--- src/rtl/gpu_pkg.sv ---
// rtl/gpu_pkg.sv - shape codes, circle geometry slot and FSM state type for shape_sequencer
package gpu_pkg;

    localparam int SHAPE_LINE     = 0;
    localparam int SHAPE_TRIANGLE = 1;
    localparam int SHAPE_POLY     = 2;
    localparam int SHAPE_CIRCLE   = 3;
    localparam int SHAPE_RECT     = 4;

    localparam int CIRCLE_SLOT    = 4;

    typedef enum logic [2:0] {
        ST_IDLE,
        ST_IDENTIFY,
        ST_LOAD,
        ST_MAKE,
        ST_OUTPIX,
        ST_CLEAR,
        ST_DONE,
        ST_ERR
    } state_t;

endpackage

--- src/rtl/shape_sequencer_if.sv ---
// rtl/shape_sequencer_if.sv - command, rasteriser and FIFO handshake bundle for shape_sequencer
interface shape_sequencer_if #(
    parameter int SHAPEID_W = 4,
    parameter int VCNT_W    = 4,
    parameter int SEL_W     = 4,
    parameter int OCT_W     = 3
);
    logic                 new_shape;
    logic [SHAPEID_W-1:0] shapeid;
    logic [VCNT_W-1:0]    n_verts;
    logic                 data_ready;
    logic                 data_sent;
    logic                 line_done;
    logic                 arc_done;
    logic                 prim_sel;
    logic                 write;
    logic                 read;
    logic                 enable;
    logic [SEL_W-1:0]     output_sel;
    logic [OCT_W-1:0]     octant;
    logic                 shape_done;
    logic                 busy;
    logic                 err;

    modport master (
        output new_shape, shapeid, n_verts, data_ready, data_sent, line_done, arc_done,
        input  prim_sel, write, read, enable, output_sel, octant, shape_done, busy, err
    );

    modport slave (
        input  new_shape, shapeid, n_verts, data_ready, data_sent, line_done, arc_done,
        output prim_sel, write, read, enable, output_sel, octant, shape_done, busy, err
    );
endinterface

--- src/rtl/shape_edge_counter.sv ---
// rtl/shape_edge_counter.sv - edge index k, edge count E, arc octant and circle flag
module shape_edge_counter #(
    parameter int SEL_W       = 4,
    parameter int NUM_OCTANTS = 8,
    parameter int OCT_W       = $clog2(NUM_OCTANTS)
) (
    input  logic             clk,
    input  logic             reset,
    input  logic             clr,
    input  logic             load,
    input  logic [SEL_W-1:0] e_in,
    input  logic             circ_in,
    input  logic             k_inc,
    input  logic             k_clr,
    input  logic             oct_inc,
    output logic [SEL_W-1:0] k,
    output logic [OCT_W-1:0] octant,
    output logic             is_circle,
    output logic             last_edge,
    output logic             oct_zero
);
    logic [SEL_W-1:0] e;

    always_ff @(posedge clk) begin
        if (reset || clr) begin
            k         <= '0;
            e         <= '0;
            octant    <= '0;
            is_circle <= 1'b0;
        end else begin
            if (load) begin
                e         <= e_in;
                is_circle <= circ_in;
                k         <= '0;
            end else if (k_clr) begin
                k <= '0;
            end else if (k_inc) begin
                k <= k + 1'b1;
            end
            if (oct_inc)
                octant <= (octant == OCT_W'(NUM_OCTANTS - 1)) ? '0 : octant + 1'b1;
        end
    end

    assign last_edge = (k == e - 1'b1);
    assign oct_zero  = (octant == '0);

endmodule

--- src/rtl/shape_sequencer.sv ---
// rtl/shape_sequencer.sv - expands a shape command into FIFO pushes, raster runs and pops
// Optional stall watchdog: SHAPE_SEQ_WATCHDOG_EN
module shape_sequencer
    import gpu_pkg::*;
#(
    parameter int MAX_EDGES   = 8,
    parameter int NUM_OCTANTS = 8,
    parameter int SEL_W       = 4,
    parameter int SHAPEID_W   = 4,
    parameter int VCNT_W      = 4
`ifdef SHAPE_SEQ_WATCHDOG_EN
    ,
    parameter int WD_CYCLES   = 1024
`endif
) (
    input  logic               clk,
    input  logic               reset,
    shape_sequencer_if.slave   bus
);
    localparam int OCT_W = $clog2(NUM_OCTANTS);

    state_t               state, state_next;
    logic [SHAPEID_W-1:0] sid;
    logic [VCNT_W-1:0]    nv;
    logic [SEL_W-1:0]     e_in, k;
    logic [OCT_W-1:0]     octant;
    logic                 circ_in, illegal, load_e, k_inc, k_clr, oct_inc;
    logic                 is_circle, last_edge, oct_zero, prim_done;
    logic                 wd_hit, wd_fired, wd_abort;

    assign sid = bus.shapeid;
    assign nv  = bus.n_verts;

    shape_edge_counter #(.SEL_W(SEL_W), .NUM_OCTANTS(NUM_OCTANTS), .OCT_W(OCT_W)) u_cnt (
        .clk       (clk),
        .reset     (reset),
        .clr       (state == ST_IDLE || state == ST_DONE || state == ST_ERR),
        .load      (load_e),
        .e_in      (e_in),
        .circ_in   (circ_in),
        .k_inc     (k_inc),
        .k_clr     (k_clr),
        .oct_inc   (oct_inc),
        .k         (k),
        .octant    (octant),
        .is_circle (is_circle),
        .last_edge (last_edge),
        .oct_zero  (oct_zero)
    );

    // A circle may only finish once the pixel interleave is back at octant 0.
    assign prim_done = is_circle ? (bus.arc_done && oct_zero) : bus.line_done;

`ifdef SHAPE_SEQ_WATCHDOG_EN
    localparam int WD_W = $clog2(WD_CYCLES + 1);
    logic [WD_W-1:0] wd_cnt;
    logic            in_wait;

    assign in_wait = (state == ST_MAKE) || (state == ST_OUTPIX);
    assign wd_hit  = in_wait && (wd_cnt == WD_W'(WD_CYCLES - 1));

    always_ff @(posedge clk) begin
        if (reset) begin
            wd_cnt   <= '0;
            wd_fired <= 1'b0;
            wd_abort <= 1'b0;
        end else begin
            wd_cnt   <= (in_wait && state_next == state) ? wd_cnt + 1'b1 : '0;
            wd_fired <= wd_hit;
            if (state == ST_IDLE)
                wd_abort <= 1'b0;
            else if (wd_hit)
                wd_abort <= 1'b1;
        end
    end
`else
    assign wd_hit   = 1'b0;
    assign wd_fired = 1'b0;
    assign wd_abort = 1'b0;
`endif

    always_ff @(posedge clk) begin
        if (reset)
            state <= ST_IDLE;
        else
            state <= state_next;
    end

    always_comb begin
        state_next = state;
        load_e     = 1'b0;
        k_inc      = 1'b0;
        k_clr      = 1'b0;
        oct_inc    = 1'b0;
        e_in       = '0;
        circ_in    = 1'b0;
        illegal    = 1'b0;

        case (int'(sid))
            SHAPE_LINE:     e_in = SEL_W'(1);
            SHAPE_TRIANGLE: e_in = SEL_W'(3);
            SHAPE_POLY: begin
                e_in    = SEL_W'(nv);
                illegal = (int'(nv) < 3) || (int'(nv) > MAX_EDGES);
            end
            SHAPE_CIRCLE: begin
                e_in    = SEL_W'(1);
                circ_in = 1'b1;
            end
            SHAPE_RECT:     e_in = SEL_W'(4);
            default:        illegal = 1'b1;
        endcase

        case (state)
            ST_IDLE:     if (bus.new_shape) state_next = ST_IDENTIFY;
            ST_IDENTIFY: begin
                load_e     = 1'b1;
                state_next = illegal ? ST_ERR : ST_LOAD;
            end
            ST_LOAD: begin
                if (last_edge) begin
                    k_clr      = 1'b1;
                    state_next = ST_MAKE;
                end else begin
                    k_inc = 1'b1;
                end
            end
            ST_MAKE: begin
                if (wd_hit)
                    state_next = ST_CLEAR;
                else if (bus.data_ready)
                    state_next = ST_OUTPIX;
                else if (prim_done)
                    state_next = ST_CLEAR;
            end
            ST_OUTPIX: begin
                if (wd_hit) begin
                    state_next = ST_CLEAR;
                end else if (bus.data_sent) begin
                    state_next = ST_MAKE;
                    oct_inc    = is_circle;
                end
            end
            ST_CLEAR: begin
                if (last_edge) begin
                    state_next = ST_DONE;
                end else begin
                    k_inc      = 1'b1;
                    state_next = wd_abort ? ST_CLEAR : ST_MAKE;
                end
            end
            ST_DONE:     state_next = ST_IDLE;
            ST_ERR:      state_next = ST_IDLE;
            default:     state_next = ST_IDLE;
        endcase
    end

    assign bus.write      = (state == ST_LOAD);
    assign bus.read       = (state == ST_CLEAR);
    assign bus.enable     = (state == ST_MAKE);
    assign bus.shape_done = (state == ST_DONE);
    assign bus.busy       = (state != ST_IDLE);
    assign bus.err        = (state == ST_ERR) || wd_fired;
    assign bus.prim_sel   = is_circle;
    assign bus.octant     = octant;
    assign bus.output_sel = (state != ST_LOAD) ? '0 :
                            is_circle ? SEL_W'(CIRCLE_SLOT) : k;

endmodule

--- src/flat_wrapper.sv ---
// flat-port wrapper written by rule: the top's interface ports become plain ports
module shape_sequencer_flat import gpu_pkg::*;
#(
    parameter int MAX_EDGES   = 8,
    parameter int NUM_OCTANTS = 8,
    parameter int SEL_W       = 4,
    parameter int SHAPEID_W   = 4,
    parameter int VCNT_W      = 4

)
  (clk, reset, bus_new_shape, bus_shapeid, bus_n_verts, bus_data_ready, bus_data_sent, bus_line_done, bus_arc_done, bus_prim_sel, bus_write, bus_read, bus_enable, bus_output_sel, bus_octant, bus_shape_done, bus_busy, bus_err);
  shape_sequencer_if #(.SHAPEID_W(SHAPEID_W), .VCNT_W(VCNT_W), .SEL_W(SEL_W), .OCT_W((3))) bus_i ();
  input  logic clk;
  input  logic reset;
  input wire logic [$bits(bus_i.new_shape)-1:0] bus_new_shape;
  input wire logic [$bits(bus_i.shapeid)-1:0] bus_shapeid;
  input wire logic [$bits(bus_i.n_verts)-1:0] bus_n_verts;
  input wire logic [$bits(bus_i.data_ready)-1:0] bus_data_ready;
  input wire logic [$bits(bus_i.data_sent)-1:0] bus_data_sent;
  input wire logic [$bits(bus_i.line_done)-1:0] bus_line_done;
  input wire logic [$bits(bus_i.arc_done)-1:0] bus_arc_done;
  output wire logic [$bits(bus_i.prim_sel)-1:0] bus_prim_sel;
  output wire logic [$bits(bus_i.write)-1:0] bus_write;
  output wire logic [$bits(bus_i.read)-1:0] bus_read;
  output wire logic [$bits(bus_i.enable)-1:0] bus_enable;
  output wire logic [$bits(bus_i.output_sel)-1:0] bus_output_sel;
  output wire logic [$bits(bus_i.octant)-1:0] bus_octant;
  output wire logic [$bits(bus_i.shape_done)-1:0] bus_shape_done;
  output wire logic [$bits(bus_i.busy)-1:0] bus_busy;
  output wire logic [$bits(bus_i.err)-1:0] bus_err;
  assign bus_i.new_shape = bus_new_shape;
  assign bus_i.shapeid = bus_shapeid;
  assign bus_i.n_verts = bus_n_verts;
  assign bus_i.data_ready = bus_data_ready;
  assign bus_i.data_sent = bus_data_sent;
  assign bus_i.line_done = bus_line_done;
  assign bus_i.arc_done = bus_arc_done;
  assign bus_prim_sel = bus_i.prim_sel;
  assign bus_write = bus_i.write;
  assign bus_read = bus_i.read;
  assign bus_enable = bus_i.enable;
  assign bus_output_sel = bus_i.output_sel;
  assign bus_octant = bus_i.octant;
  assign bus_shape_done = bus_i.shape_done;
  assign bus_busy = bus_i.busy;
  assign bus_err = bus_i.err;
  shape_sequencer #(.MAX_EDGES(MAX_EDGES), .NUM_OCTANTS(NUM_OCTANTS), .SEL_W(SEL_W), .SHAPEID_W(SHAPEID_W), .VCNT_W(VCNT_W)) u_core (.clk(clk), .reset(reset), .bus(bus_i));
endmodule
--- config.mk ---
export PLATFORM = sky130hd
export DESIGN_NAME = shape_sequencer_flat
export DESIGN_NICKNAME = d
export VERILOG_FILES = /design/src/rtl/gpu_pkg.sv /design/src/rtl/shape_sequencer_if.sv /design/src/rtl/shape_edge_counter.sv /design/src/rtl/shape_sequencer.sv /design/src/flat_wrapper.sv
export SDC_FILE = /design/constraint.sdc
export NUM_CORES = 1
export LEC_CHECK = 0
export ABC_AREA = 1
export BUFFER_PORTS_ARGS = -buffer_cell sky130_fd_sc_hd__buf_4
export CELL_PAD_IN_SITES_DETAIL_PLACEMENT = 1
export CELL_PAD_IN_SITES_GLOBAL_PLACEMENT = 2
export CORE_UTILIZATION = 29
export CTS_CLUSTER_SIZE = 20
export DETAILED_ROUTE_END_ITERATION = 16
export HOLD_SLACK_MARGIN = 0.03
export PLACE_DENSITY_LB_ADDON = 0.08
export SYNTH_ARGS = -nofsm -noshare
export SYNTH_HDL_FRONTEND = slang
export SYNTH_SLANG_ARGS = --single-unit
--- constraint.sdc ---
create_clock -name clk -period 3.55 [get_ports clk]
set_clock_uncertainty 0.2 [all_clocks]
set_input_delay 0 -clock clk [delete_from_list [all_inputs] [get_ports clk]]
set_output_delay 0 -clock clk [all_outputs]
set_load 0.03 [all_outputs]
==> key figures <==
Place
  • Dpl cell area: 1350 µm²
  • Placed cells: 242
  • Placement Setup Slack: 1600 ps
  • GPL Wtd Cong: 0.786
  • Port Buffer Count: 28
  • DP Wirelength: 2.50 mm

STA
  • Tmin final: 2450 ps
  • Slew @ Worst Pin: 399 ps
  • Hold Vio Cnt, Final: 0
  • Max-Slew Margin vs Limit: 73.4%
  • Period utilisation layout: 69.0%
  • Max Fclk: 408 MHz
  • RSZ-0062 raised after global routing: no
  • Worst setup margin: 1100 ps
  • Max Slew Vio Count: 0
  • Final setup fails: 0
  • Fin Setup TNS: 0 ps

Run status
  • Status: finished clean

Route
  • First-pass DRT Iterations: 4
  • Initial drt markers: 38
  • DR WL/cell: 12.2 µm
  • Final ANT Viol Nets: 0
  • Vias: 1,208
  • Drt total wl: 3.20 mm
  • Routed vias/inst: 4.61
  • DRC: 0

Setup path
  • Critical path depth in cells: 12
  • Crit-path max FO: 5
  • Req. time, crit path: 3540 ps
  • FF-to-FF End: u_core.state[2]
  • R2r setup slk: 1100 ps
  • FF-to-FF path depth: 12
  • Crit path buffers/inverters: 3
  • Arrival time at the worst endpoint: 2440 ps
  • Crit start category: register
  • Critical-path cell list: inv_1 > ha_1 > nand2_1 > inv_1 > nor2_1 > nand2_1 > nor2_1 > nand2_1 > a21oi_1 > nand2_1 > a21oi_1 > dlygate4sd3_1
  • Critical path's slowest cell: dlygate4sd3_1
  • WS Path Type: reg -> reg
  • RR Startpoint: u_core.u_cnt.e[0]
  • Element type at the critical path end: register
  • Family with the most delay on the worst path: buffers and inverters
  • CP peak stage delay: 560 ps
  • Most frequent CP cell: nand2_1

Power and ir drop
  • Peak VDD IR: 321 µV
  • Pwr dens: 501 nW/µm²
  • Total power: 0.000782 W
  • Leakage power: 0.716 nW

Flow run
  • Total of max-cap violations: 0

Clock network
  • Total CTS buffers: 3
  • Clock root cell: clkbuf_8
  • CTS H-tree lvls: 1
  • Clock-pin slew on the worst setup and hold paths: 60 ps
  • CTS tree: done
  • CTS Buffer Depth: 2
  • Resize count post-CTS: 0
  • Hold_buf cts: 16
  • Post CTS Setup Buffer Count: 0
  • CTS Sinks: 15
  • Clock Latency Late Sink: 250 ps

Floorplan
  • I/O Pins: 29
  • Initial cell density of the core: 31.3%
  • Die width: 63.2 µm
  • Die ar.: 3990 µm²
  • Core footprint: 3470 µm²
  • Die Y: 63.2 µm
  • Rows: 21

Cells and area
  • # diodes: 0
  • Area delta synth->final: 43.5%
  • Commonest non-fill, non-tap cell in the layout: nand2_1
  • Layout cell share with drive strength beyond 1: 24.1%
  • Cell area after layout: 1560 µm²
  • Area occupied by multi-input gates: 662 µm²
  • Non-filler cells, final: 262
  • Register Area: 300 µm²
  • Nets: 237
  • Commonest cells after routing, fill and taps aside: nand2_1 (41), buf_4 (28), inv_1 (24)
  • Fill cells: 462

Global route
  • Initial antenna violation count: 0
  • First-pass GRT wire length: 5.65 mm
  • Largest net degree at the start of global routing: 9
  • GR Overflow Total: 0
  • Number of global-route vias before repair: 1,273
  • Total track usage: 18.0%

Synthesis
  • YS warnings: 0
  • Seq/Total Area, Yosys: 27.6%
  • Post-Synthesis Cells: 168
  • Yosys cell types: 25
  • Syn_area_per_cell: 6.46 µm²
  • Syn_nets: 188
  • Flops & latches, synth: 15
  • Mapped cell area: 1090 µm²

Hold path
  • Hold path depth: 6
  • Hold path start: bus_data_ready
  • HP Class: in -> reg
  • Hold Path Sink: u_core.state[0]
[layer usage]
metal	GRT usage, %	wire (µm)	vias up	part of all wire, %
met5	0	0	-	0
met4	7.95	57	0	1.8
met3	2.17	74	4	2.3
met2	32.0	1580	18	49
met1	21.6	1490	553	46
li1	-	-	633	-
[synthesized netlist by cell type (all sizes together)]
cell	n	area [µm²]
nand2	46	185
inv	30	115
nand3	16	90.1
nor2	16	82.6
dfxtp	15	300
a21oi	13	65.1
o21ai	12	67.6
ha	5	62.6
nor3	4	42.5
xor2	3	26.3
clkinv	2	8.75
nand4	2	12.5
a31oi	1	6.26
nand3b	1	7.51
o21a	1	7.51
o22ai	1	6.26
[how the worst max path moves through the flow]
stage                      startpoint                 to  slack (ps)
global placement    u_core.u_cnt.e[0]  u_core.u_cnt.k[0]        1700
global route        u_core.u_cnt.e[0]    u_core.state[2]         850
finish              u_core.u_cnt.e[0]    u_core.state[2]        1100
floorplan             u_core.state[1]  bus_output_sel[0]        1600
CTS                 u_core.u_cnt.e[0]    u_core.state[2]        1110
detailed placement  u_core.u_cnt.e[0]  u_core.u_cnt.k[2]        1600
[flip-flops by register name (all words and copies together), names as in the netlist]
| signal | count |
|---|---|
| u_core.u_cnt.e | 4 |
| u_core.u_cnt.k | 4 |
| u_core.state | 3 |
| u_core.u_cnt.octant | 3 |
| u_core.u_cnt.is_circle | 1 |
[cell families after synthesis]
kind of cell	synth area share [%]
AND/OR/NAND/NOR	38.7
buffers and inverters	11.4
AO/OA/AOI/OAI	14.1
flip-flops	27.6
adder cells (fa/ha/maj)	5.76
XOR/XNOR	2.42
[final cells by class]
cell class | count | area share (%)
multi-input combinational | 121 | 42.5
timing repair buffer | 44 | 23.8
sequential | 15 | 19.3
inverter | 32 | 7.95
tap | 46 | 3.69
clock buffer | 4 | 2.89
[power breakdown]
| part | switching, W | internal, W |
|---|---|---|
| logic | 0.000259 | 0.000148 |
| clock network | 0.0000607 | 0.0000795 |
| registers | 0.0000445 | 0.000190 |
| total | 0.000364 | 0.000417 |
[worst register-to-register path: stages (launching register included)]
cell           delay [ps]
dfxtp_1               350
inv_1                  80
ha_1                  310
nand2_1                70
inv_1                  40
nor2_1                 80
nand2_1                60
nor2_1                150
nand2_1               160
a21oi_1               150
nand2_1                70
a21oi_1               130
dlygate4sd3_1         560
[metrics by stage]
step           utilization (%)  hold WS, ps
6_report                  44.9         82.1
5_1_grt                   44.9          120
4_1_cts                   44.9         78.6
3_5_place_dp              39.0        -28.7
3_3_place_gp              39.0        -34.2
2_1_floorplan                -         -131
No activity file was read; power rests on OpenSTA's default activity.
